**src/rtl/crosshair_sprite_gen.sv**
```systemverilog
// Crosshair sprite compositor: generates colour-LUT addresses from the scan position,
// aligns background with the 1-cycle LUT read and applies chroma-key transparency.
module crosshair_sprite_gen #(
  parameter int                    SPR_BITS   = 5,
  parameter int                    COORD_W    = 11,
  parameter int                    DATA_WIDTH = 12,
  parameter logic [DATA_WIDTH-1:0] KEY_COLOR  = '0,
  localparam int                   ADDR_WIDTH = 2*SPR_BITS
) (
  input  logic                  clk,
  input  logic                  reset,
  input  logic [COORD_W-1:0]    x,
  input  logic [COORD_W-1:0]    y,
  input  logic [DATA_WIDTH-1:0] bg_rgb,
  input  logic                  frame_start,
  input  logic                  wr_pos,
  input  logic [COORD_W-1:0]    pos_x_in,
  input  logic [COORD_W-1:0]    pos_y_in,
  input  logic                  en_in,
  output logic [ADDR_WIDTH-1:0] lut_addr,
  input  logic [DATA_WIDTH-1:0] lut_data,
  output logic [DATA_WIDTH-1:0] rgb_out,
  output logic                  sprite_hit
);

  typedef struct packed {
    logic               en;
    logic [COORD_W-1:0] y;
    logic [COORD_W-1:0] x;
  } pos_t;

  localparam logic [COORD_W:0] SIDE = (COORD_W+1)'(2**SPR_BITS);

  pos_t act, pend, pos_in;
  logic pend_valid;

  assign pos_in = {en_in, pos_y_in, pos_x_in};

  // Position updates land in the pending slot and only reach the active copy at frame start.
  always_ff @(posedge clk) begin
    if (reset) begin
      act        <= '0;
      pend       <= '0;
      pend_valid <= 1'b0;
    end else begin
      if (wr_pos && !frame_start) begin
        pend       <= pos_in;
        pend_valid <= 1'b1;
      end
      if (frame_start) begin
        pend_valid <= 1'b0;
        if (wr_pos)          act <= pos_in;
        else if (pend_valid) act <= pend;
      end
    end
  end

  logic [COORD_W:0] dx, dy;
  logic             in_box;

  // The extra MSB turns "scan left of / above the sprite" into a sign bit, so no wrap-around.
  assign dx       = {1'b0, x} - {1'b0, act.x};
  assign dy       = {1'b0, y} - {1'b0, act.y};
  assign in_box   = !dx[COORD_W] && !dy[COORD_W] && (dx < SIDE) && (dy < SIDE);
  assign lut_addr = {dy[SPR_BITS-1:0], dx[SPR_BITS-1:0]};

  logic                  hit_d1;
  logic [DATA_WIDTH-1:0] bg_d1;
  logic                  lut_hit;

  assign lut_hit = hit_d1 && (lut_data != KEY_COLOR);

  always_ff @(posedge clk) begin
    if (reset) begin
      hit_d1     <= 1'b0;
      bg_d1      <= '0;
      sprite_hit <= 1'b0;
      rgb_out    <= '0;
    end else begin
      hit_d1     <= in_box && act.en;
      bg_d1      <= bg_rgb;
      sprite_hit <= lut_hit;
      rgb_out    <= lut_hit ? lut_data : bg_d1;
    end
  end

endmodule

```
**config.mk**
```make
export PLATFORM = sky130hd
export DESIGN_NAME = crosshair_sprite_gen
export DESIGN_NICKNAME = d
export VERILOG_FILES = /design/src/rtl/crosshair_sprite_gen.sv
export SDC_FILE = /design/constraint.sdc
export NUM_CORES = 1
export LEC_CHECK = 0
export ABC_CLOCK_PERIOD_IN_PS = 2550
export CORE_ASPECT_RATIO = 1.75
export CORE_MARGIN = 1
export CORE_UTILIZATION = 49
export DETAILED_ROUTE_END_ITERATION = 10
export GPL_TIMING_DRIVEN = 0
export PLACE_DENSITY = 0.77
export SETUP_SLACK_MARGIN = 0.2
export SLEW_MARGIN = 0
export SYNTH_ARGS = -nofsm -noshare
export SYNTH_HDL_FRONTEND = slang
export SYNTH_SLANG_ARGS = --single-unit
```
**constraint.sdc**
```tcl
create_clock -name clk -period 2.55 [get_ports clk]
set_clock_uncertainty 0.05 [all_clocks]
set_input_delay 0.51 -clock clk [delete_from_list [all_inputs] [get_ports clk]]
set_output_delay 0.51 -clock clk [all_outputs]
set_load 0.02 [all_outputs]
```
==> results of run 1 <==
-- final cells by class --
type	instances	area share, %
clock buffers	15	5.52
well taps	86	1.99
multi-input cells	317	42.7
inverters	35	2.43
clock inverters	1	0.556
flip-flops and latches	73	27.1
plain buffers	22	1.58
repair buffers	103	18.0
-- stage by stage --
stage	utilization [%]	setup TNS [ns]
2_1_floorplan	-	0
6_report	74.6	0
3_5_place_dp	65.6	-4.51
5_1_grt	74.6	0
3_3_place_gp	65.6	-4.26
4_1_cts	73.3	0
-- worst max path at each step --
stage / startpoint / end / slack (ns) / cells past startpoint
floorplan: y[0] / lut_addr[9] / 0.25 / 7
global placement: y[0] / lut_addr[9] / -0.80 / 9
detailed placement: y[0] / lut_addr[9] / -0.86 / 9
CTS: act[11]$_SDFFE_PP0P_ / lut_addr[9] / 0.11 / 7
global route: x[6] / hit_d1$_SDFF_PP0_ / 0.05 / 8
finish: x[6] / hit_d1$_SDFF_PP0_ / 0.08 / 8
-- state kept, by name, indices dropped and copies added (netlist names) --
register and count:
bg_d1 12, pend 23, act 23, rgb_out 12
pend_valid 1, hit_d1 1, sprite_hit 1
-- report_power, final --
part / internal [mW] / switching (mW) / total, mW / leakage (nW)
Clock: 0.891 / 0.435 / 1.33 / 0.162
Sequential: 1.20 / 0.0285 / 1.23 / 0.602
Combinational: 0.404 / 0.428 / 0.832 / 1.34
Total: 2.50 / 0.891 / 3.39 / 2.10
-- cell families (layout without fill, tap and decap cells) --
kind of cell               count (synthesis)  count (layout)
AOI/OAI and AO/OA                        109             109
and+or+nand+nor                          151             151
muxes                                     26              26
DFF                                       73              73
adders and majority gates                 24              24
buffers and inverters                     57             176
xor gates and xnor gates                   7               7
-- layer usage --
layer  GRT usage, %  vias up
li1               -     1765
met1           23.9     1607
met2           48.6      103
met3           6.69       28
met4           13.9        0
met5              0        -
-- critical path, cell delays in order --
cell,delay (ns)
clkdlybuf4s50_1,0.44
ha_1,0.36
o21a_1,0.13
o21ai_0,0.24
nor2_1,0.14
nor4b_2,0.32
o2111ai_2,0.20
nor4_4,0.32
-- placed cells by master (no fill, tap or decap), drive strengths merged, types with 3 or more instances in the layout --
cell and instances:
nand2b 8, nor4 4, clkbuf 32, clkdlybuf4s50 70
inv 35, dfxtp 73, a31oi 4, a21o 3
a21oi 45, ha 22, buf 22, dlygate4sd2 13
mux2i 26, nor2 36, xnor2 5, a211oi 28
nor2b 18, o21ai 15, nand3 5, nand2 71
o2111ai 3
-- timing repair --
item,CTS,global route
endpoints found under the setup margin,11,7
pin swaps,20,15
hold buffers,0,0
gates resized for setup,84,19
buffers inserted,5,5
==> results by stage, run 1 <==
Critical path:
- The slack of the worst reg-to-reg path is 0.14 ns.
- STA classifies the critical path endpoint as a flop.
- The type of the setup path with the least slack is primary input to flop.
- Data on the critical path arrives at its endpoint at 2.65 ns.
- The biggest fanout along the worst timing path is 3.
- The required arrival time at the worst endpoint is 2.73 ns.
- The startpoint identified for the worst register-to-register timing path is act[15]$_SDFFE_PP0P_.
- The endpoint identified for the worst register-to-register timing path is hit_d1$_SDFF_PP0_.
- The worst setup path is launched from a primary input.
- Measured in cells, the most critical reg-to-reg path has a length of 10.

Synth:
- The mapped netlist covers 3700 um^2.
- The xor/xnor cell area share of the yosys netlist is 1.66%.
- The most area-hungry cell type in the Yosys netlist is dfxtp_1.
- The synthesized netlist devotes 18.9% of its cell area to compound gates.
- The count of mapped cells out of synthesis is 447.
- The flip-flop cell with the highest count after synthesis is dfxtp_1.
- After synthesis, the most frequently instantiated cells are dfxtp_1, nand2_1, a21oi_1, inv_1, nor2_1.
- Summing the sequential cell areas from Yosys gives 39.5% of the chip area.
- Sorting the synthesized cells by area gives the leading types as dfxtp_1, ha_1, nand2_1, mux2i_1, a21oi_1.
- The adder and majority cell fraction of the synthesized area is 8.53%.
- The average instance area after synthesis is 8.27 um^2.
- The synthesized netlist contains 40 unique library cells.
- The net count of the mapped netlist is 544.
- The number of flops mapped to enable cells by yosys is 0.
- The most numerous cell in the Yosys netlist is dfxtp_1.
- Summed over its instances, the top area cell type makes up 39.5% of the synthesized netlist area.
- In the synthesized netlist the async set-or-reset flop fraction comes to 0%.
- Yosys printed 0 warnings.
- The combinational family with the most area after synthesis is compound AO/OA/AOI/OAI gates.
- Of the post-synthesis cell area, the part taken by muxes is 7.04%.
- After synthesis the netlist holds a flip-flop and latch count of 73.
- The post-synthesis simple-gate area fraction is 18.5%.

Global routing:
- The global-route wire length before repair is 15.4 mm.
- The overflow left after global routing is 0.
- The pin count of the biggest net entering global routing is 12.
- The via count of the first global-routing pass is 3,578.
- The initial antenna violation count is 0.
- Global routing consumed, over all layers together, 25.7% of the routing resources.

Pwr:
- In this run the static leakage power is 2.10 nW.
- The total power is 3.39 mW.
- Power spread over the standard cell area amounts to 628 nW/um^2.
- The maximum vdd drop is 0.472 mV.

Route:
- The post-detailed-route count of antenna-violating nets is 0.
- The wire length on met1 is 3.55 mm.
- In the routed layout, each cell is associated on average with a via count of 5.37.
- The detailed router used layers up to and including met4.
- Across all layers, the routed design uses 3,503 vias.
- The DRC violation count after routing is 0.
- Wires add up to 9.71 mm.
- The final routed wire length divided by cell count is 14.9 um.
- The iteration-0 DRC count of the detailed router is 109.
- After detailed routing, the met3 layer carries 422 um of wire.
- The first TritonRoute pass finished after 4 iterations.
- The amount of wire on met2 after detailed routing is 5.36 mm.

STA:
- The final cycle utilization of the critical path is 96.8%.
- The final count of negative-setup-slack endpoints is 0.
- The worst slew margin relative to its limit is 52.6%.
- The count of pins over their slew limit is 0.
- The maximum frequency from static timing analysis is 0.405 GHz.
- Setup repair after global routing could not meet its margin everywhere.
- The worst slack on hold paths is 0.388 ns.
- The final critical path time including I/O delays and setup is 2.47 ns.
- At the pin with the least slew margin, the transition time is 0.712 ns.
- Setup slack closes at 0.0820 ns.
- The number of hold-slack violations in the final timing report is 0.

Status:
- The run finished with clean final reports.

Placed design:
- The cell area after placement is 4740 um^2.
- The number of placed instances, taps included is 626.
- The wire-length estimate of the detail-placed layout is 7.09 mm.
- At the end of routability-driven placement, the weighted congestion stood at 0.778.
- The number of port buffers is 93.
- The worst setup timing slack at the placement stage is -0.863 ns.

Clocking:
- The root buffer cell chosen for the clock tree is clkbuf_16.
- After clock tree synthesis, the clock-pin slew on the worst setup and hold paths is 0.05 ns.
- The later pin in the worst-skew pair is clocked with a latency of 0.33 ns.
- The TritonCTS clock tree is yes.
- The buffer levels on the longest clock path is 2.
- CTS built an H-tree with a depth of 3.
- Buffers inserted during clock tree synthesis total 9.
- The clock drives 73 sinks.

Floorplanning:
- The floorplan die height is 117 um.
- Once the floorplan was initialized, standard cells occupied 51.1% of the core.
- The area of the core region is 7230 um^2.
- The floorplan die width is 67.7 um.
- In this run the count of I/O pins placed on the die edge is 96.
- The floorplan step defined a die boundary enclosing 7910 um^2.
- After floorplanning, the core was divided into 41 placement rows.

Finish:
- In the final design database the tool counted 658 nets.
- The fraction of layout instances using a drive strength above 1 is 13.6%.
- Fill cells in the final layout number 557.
- Summing all flip-flop and latch instances after layout gives 1470 um^2.
- The multi-input combinational cells in the finished layout cover a total of 2310 um^2.
- The repair_antennas step left the layout with diodes totalling 0.
- After routing the design area is 5400 um^2.
- Compared with the post-synthesis result, the final layout area differs by 45.9%.
- The number of standard cells in the layout, taps in and fillers out is 652.

Flow run:
- The tool flagged a number of max-cap violations equal to 0.

Hold path:
- The min-delay analysis places its worst path in the category flop to flop.
- The worst hold path endpoint is rgb_out[2]$_SDFF_PP0_.
- The startpoint identified for the worst hold timing path is bg_d1[2]$_SDFF_PP0_.
- The cell count of the worst hold path is 2.
Note: power is estimated with default switching activity, not from simulation.
==> inputs of run 2 (changes only) <==
Settings changed: CELL_PAD_IN_SITES_DETAIL_PLACEMENT set to 0, CELL_PAD_IN_SITES_GLOBAL_PLACEMENT set to 2, CORE_UTILIZATION 49 to 28, CTS_CLUSTER_DIAMETER set to 50.
==> results by stage, run 2 (synthesis gave the netlist of run 1 again) <==
Status:
- Status: finished, final reports clean (unchanged).

Finish:
- Most frequent cells in the layout: nand2_1, clkdlybuf4s50_1, dfxtp_1 (was nand2_1, dfxtp_1, clkdlybuf4s50_1).
- The layout-stage area growth over the synthesis result is 47.8% (was 45.9%).
- The fraction of layout instances using a drive strength above 1 is 13.7% (was 13.6%).
- Registers with the most flip-flops: act (23), pend (23) (unchanged).
- The post-layout net count is 658 (unchanged).
- The most common library cell in the layout ignoring fill and taps is nand2_1 (unchanged).
- The diode insertion count for antenna repair is 0 (unchanged).

Global routing:
- The overflow left after global routing is 0 (unchanged).
- The via count of the first global-routing pass is 3,449 (was 3,578).
- The pin count of the biggest net entering global routing is 11 (was 12).
- The global-route wire length before repair came to 16.4 mm (was 15.4 mm).
- The combined global-route utilization of all metal layers was 15.7% (was 25.7%).
- The initial antenna violation count came to 0 (unchanged).

Clocking:
- The clock-pin slew of the registers on the worst-case setup and hold paths is 0.05 ns (about the same).
- The TritonCTS buffer count is 9 (unchanged).
- The later-pin clock latency in the skew report is 0.33 ns (about the same).
- The root cell of the clock tree is clkbuf_16 (unchanged).
- The number of clock sinks is 73 (unchanged).
- The TritonCTS clock tree is yes (unchanged).
- The buffer levels on the longest clock path is 2 (unchanged).
- The number of levels in the clock H-tree is 3 (unchanged).

Route:
- The iteration-0 DRC count of the detailed router is 93 (was 109).
- The average via count per standard cell is 4.66 (was 5.37).
- The final wirelength is 10.2 mm (was 9.71 mm).
- The post-detailed-route count of antenna-violating nets is 0 (unchanged).
- The final routed wire length divided by cell count is 14.0 um (was 14.9 um).
- The DRC violation count after routing was 0 (unchanged).
- The routed via count was 3,418 (was 3,503).
- The number of iterations in the first detailed-routing pass came to 4 (unchanged).

Placed design:
- The HPWL after detailed placement is 7.90 mm (was 7.09 mm).
- The number of port buffers is 93 (unchanged).
- The last weighted congestion value of the routability-driven placer is 0.839 (was 0.778).

Floorplanning:
- The initial cell density of the core came to 28.6% (was 51.1%).
- The floorplan row count came to 55 (was 41).
- The die area is 13,700 um^2 (was 7910 um^2).
- The floorplan die width is 88.9 um (was 67.7 um).
- The floorplan die height came to 154 um (was 117 um).
- The number of I/O pins came to 96 (unchanged).
- The area of the core region is 12,900 um^2 (was 7230 um^2).

STA:
- The maximum frequency from static timing analysis is 0.412 GHz (was 0.405 GHz).
- Unrepaired setup endpoints after global routing: yes (unchanged).
- The count of pins over their slew limit is 0 (unchanged).
- The worst slack on hold paths came to 0.390 ns (was 0.388 ns).
- The final cycle utilization of the critical path is 95.1% (was 96.8%).
- The final count of negative-setup-slack endpoints came to 0 (unchanged).
- The sum of negative setup slack was 0 ns (unchanged).
- The measured slew at the worst slew-check pin was 0.725 ns (was 0.712 ns).
- The worst slew margin relative to its limit is 51.7% (was 52.6%).
- The final critical path time including I/O delays and setup was 2.42 ns (was 2.47 ns).
- The number of hold-slack violations in the final timing report is 0 (unchanged).

Critical path:
- The biggest fanout along the worst timing path came to 2 (was 3).
- The required arrival time at the worst endpoint is 2.73 ns (about the same).
- The signal arrival time at the worst endpoint is 2.60 ns (was 2.65 ns).
- The slack of the worst reg-to-reg path is 0.19 ns (was 0.14 ns).
- The critical path's slowest cell is clkdlybuf4s50_1 (unchanged).
- The cell type group with the largest total delay on the critical path is compound AO/OA/AOI/OAI gates (was simple AND/OR/NAND/NOR gates).
- The kind of start point of the critical path is a primary input (unchanged).
- The largest incremental delay on the critical path is 0.46 ns (was 0.44 ns).
- Cells traversed along the worst timing path: clkdlybuf4s50_1, ha_4, a21o_1, a31oi_1, o21ai_1, xor2_1, a211oi_2, o2111ai_2, nor4_4 (was clkdlybuf4s50_1, ha_1, o21a_1, o21ai_0, nor2_1, nor4b_2, o2111ai_2, nor4_4).
- The number of buffers and inverters on the critical path is 1 (unchanged).
- The type of the setup path with the least slack is primary input to flop (unchanged).
- The element type at the critical path end is a flop (unchanged).

Flow run:
- The number of max-cap violations was 0 (unchanged).

Pwr:
- The maximum vdd drop is 0.367 mV (was 0.472 mV).
- The power per unit of standard cell area is 577 nW/um^2 (was 628 nW/um^2).
- The static leakage power is 2.12 nW (was 2.10 nW).

Hold path:
- The path category of the worst min-delay check is flop to flop (unchanged).
-- run 2: cell count changes in the layout (fill, tap and decap cells not counted), sizes merged --
cell | before | now
buf | 22 | 23
bufinv | 1 | 0
clkbuf | 32 | 28
clkinv | 0 | 1
dlygate4sd2 | 13 | 7
dlymetal6s2s | 1 | 7
-- run 2: area by class of cell --
class | count | area [um^2]
sequential | 73 | 1470
clock inverter | 1 | 5.00
inverter | 35 | 131
fill | 1372 | 7470
buffer | 22 | 83.8
multi-input combinational | 317 | 2330
clock buffer | 12 | 246
timing repair buffer | 103 | 991
tap | 171 | 214
-- run 2: through the flow --
stage	power (mW)	worst slack [ns]	utilization, %	instance area, um^2	instances
after floorplan	1.67	0.249	-	3710	447
after global placement	1.96	-0.838	37.5	4850	711
after detailed placement	1.97	-0.864	37.5	4850	711
after CTS	3.12	0.0810	40.8	5270	729
after global routing	3.32	0.0354	42.2	5470	734
final	3.15	0.125	42.2	5470	734
-- run 2: what timing repair did --
| item | in CTS | in global routing |
|---|---|---|
| endpoints found under the setup margin | 11 | 7 |
| hold buffers | 0 | 0 |
| pin swaps | 15 | 19 |
| resized for setup | 69 | 39 |
| buffers inserted | 5 | 5 |
-- run 2: where the power goes --
| group | internal [mW] | switching, mW | leakage, nW |
|---|---|---|---|
| combinational | 0.407 | 0.415 | 1.39 |
| sequential | 1.21 | 0.0284 | 0.603 |
| clock | 0.666 | 0.429 | 0.124 |
-- run 2: final timing paths --
| path | start | endpoint | cells after the start |
|---|---|---|---|
| worst max-delay path | y[3] | hit_d1$_SDFF_PP0_ | 9 |
| worst min-delay path | bg_d1[11]$_SDFF_PP0_ | rgb_out[11]$_SDFF_PP0_ | 2 |
| worst max register to register | act[5]$_SDFFE_PP0P_ | hit_d1$_SDFF_PP0_ | 9 |
| worst min register to register | bg_d1[11]$_SDFF_PP0_ | rgb_out[11]$_SDFF_PP0_ | 2 |
-- run 2: worst register-to-register path, stage by stage, from the launching register on --
cell and delay [ns]:
dfxtp_2 0.32, inv_1 0.06, ha_4 0.27, nand2b_4 0.07
o22ai_2 0.09, a2111oi_4 0.30, o2111ai_2 0.20, a2111oi_4 0.38
o2111ai_2 0.19, nor4_4 0.32
-- run 2: metal layers --
layer  global-route usage [%]  vias up  wire (um)
met5                        0        -          0
met4                     7.83        0        335
met3                     4.35       20        501
met2                     28.2       83       5550
met1                     16.1     1554       3870
li1                         -     1761          -
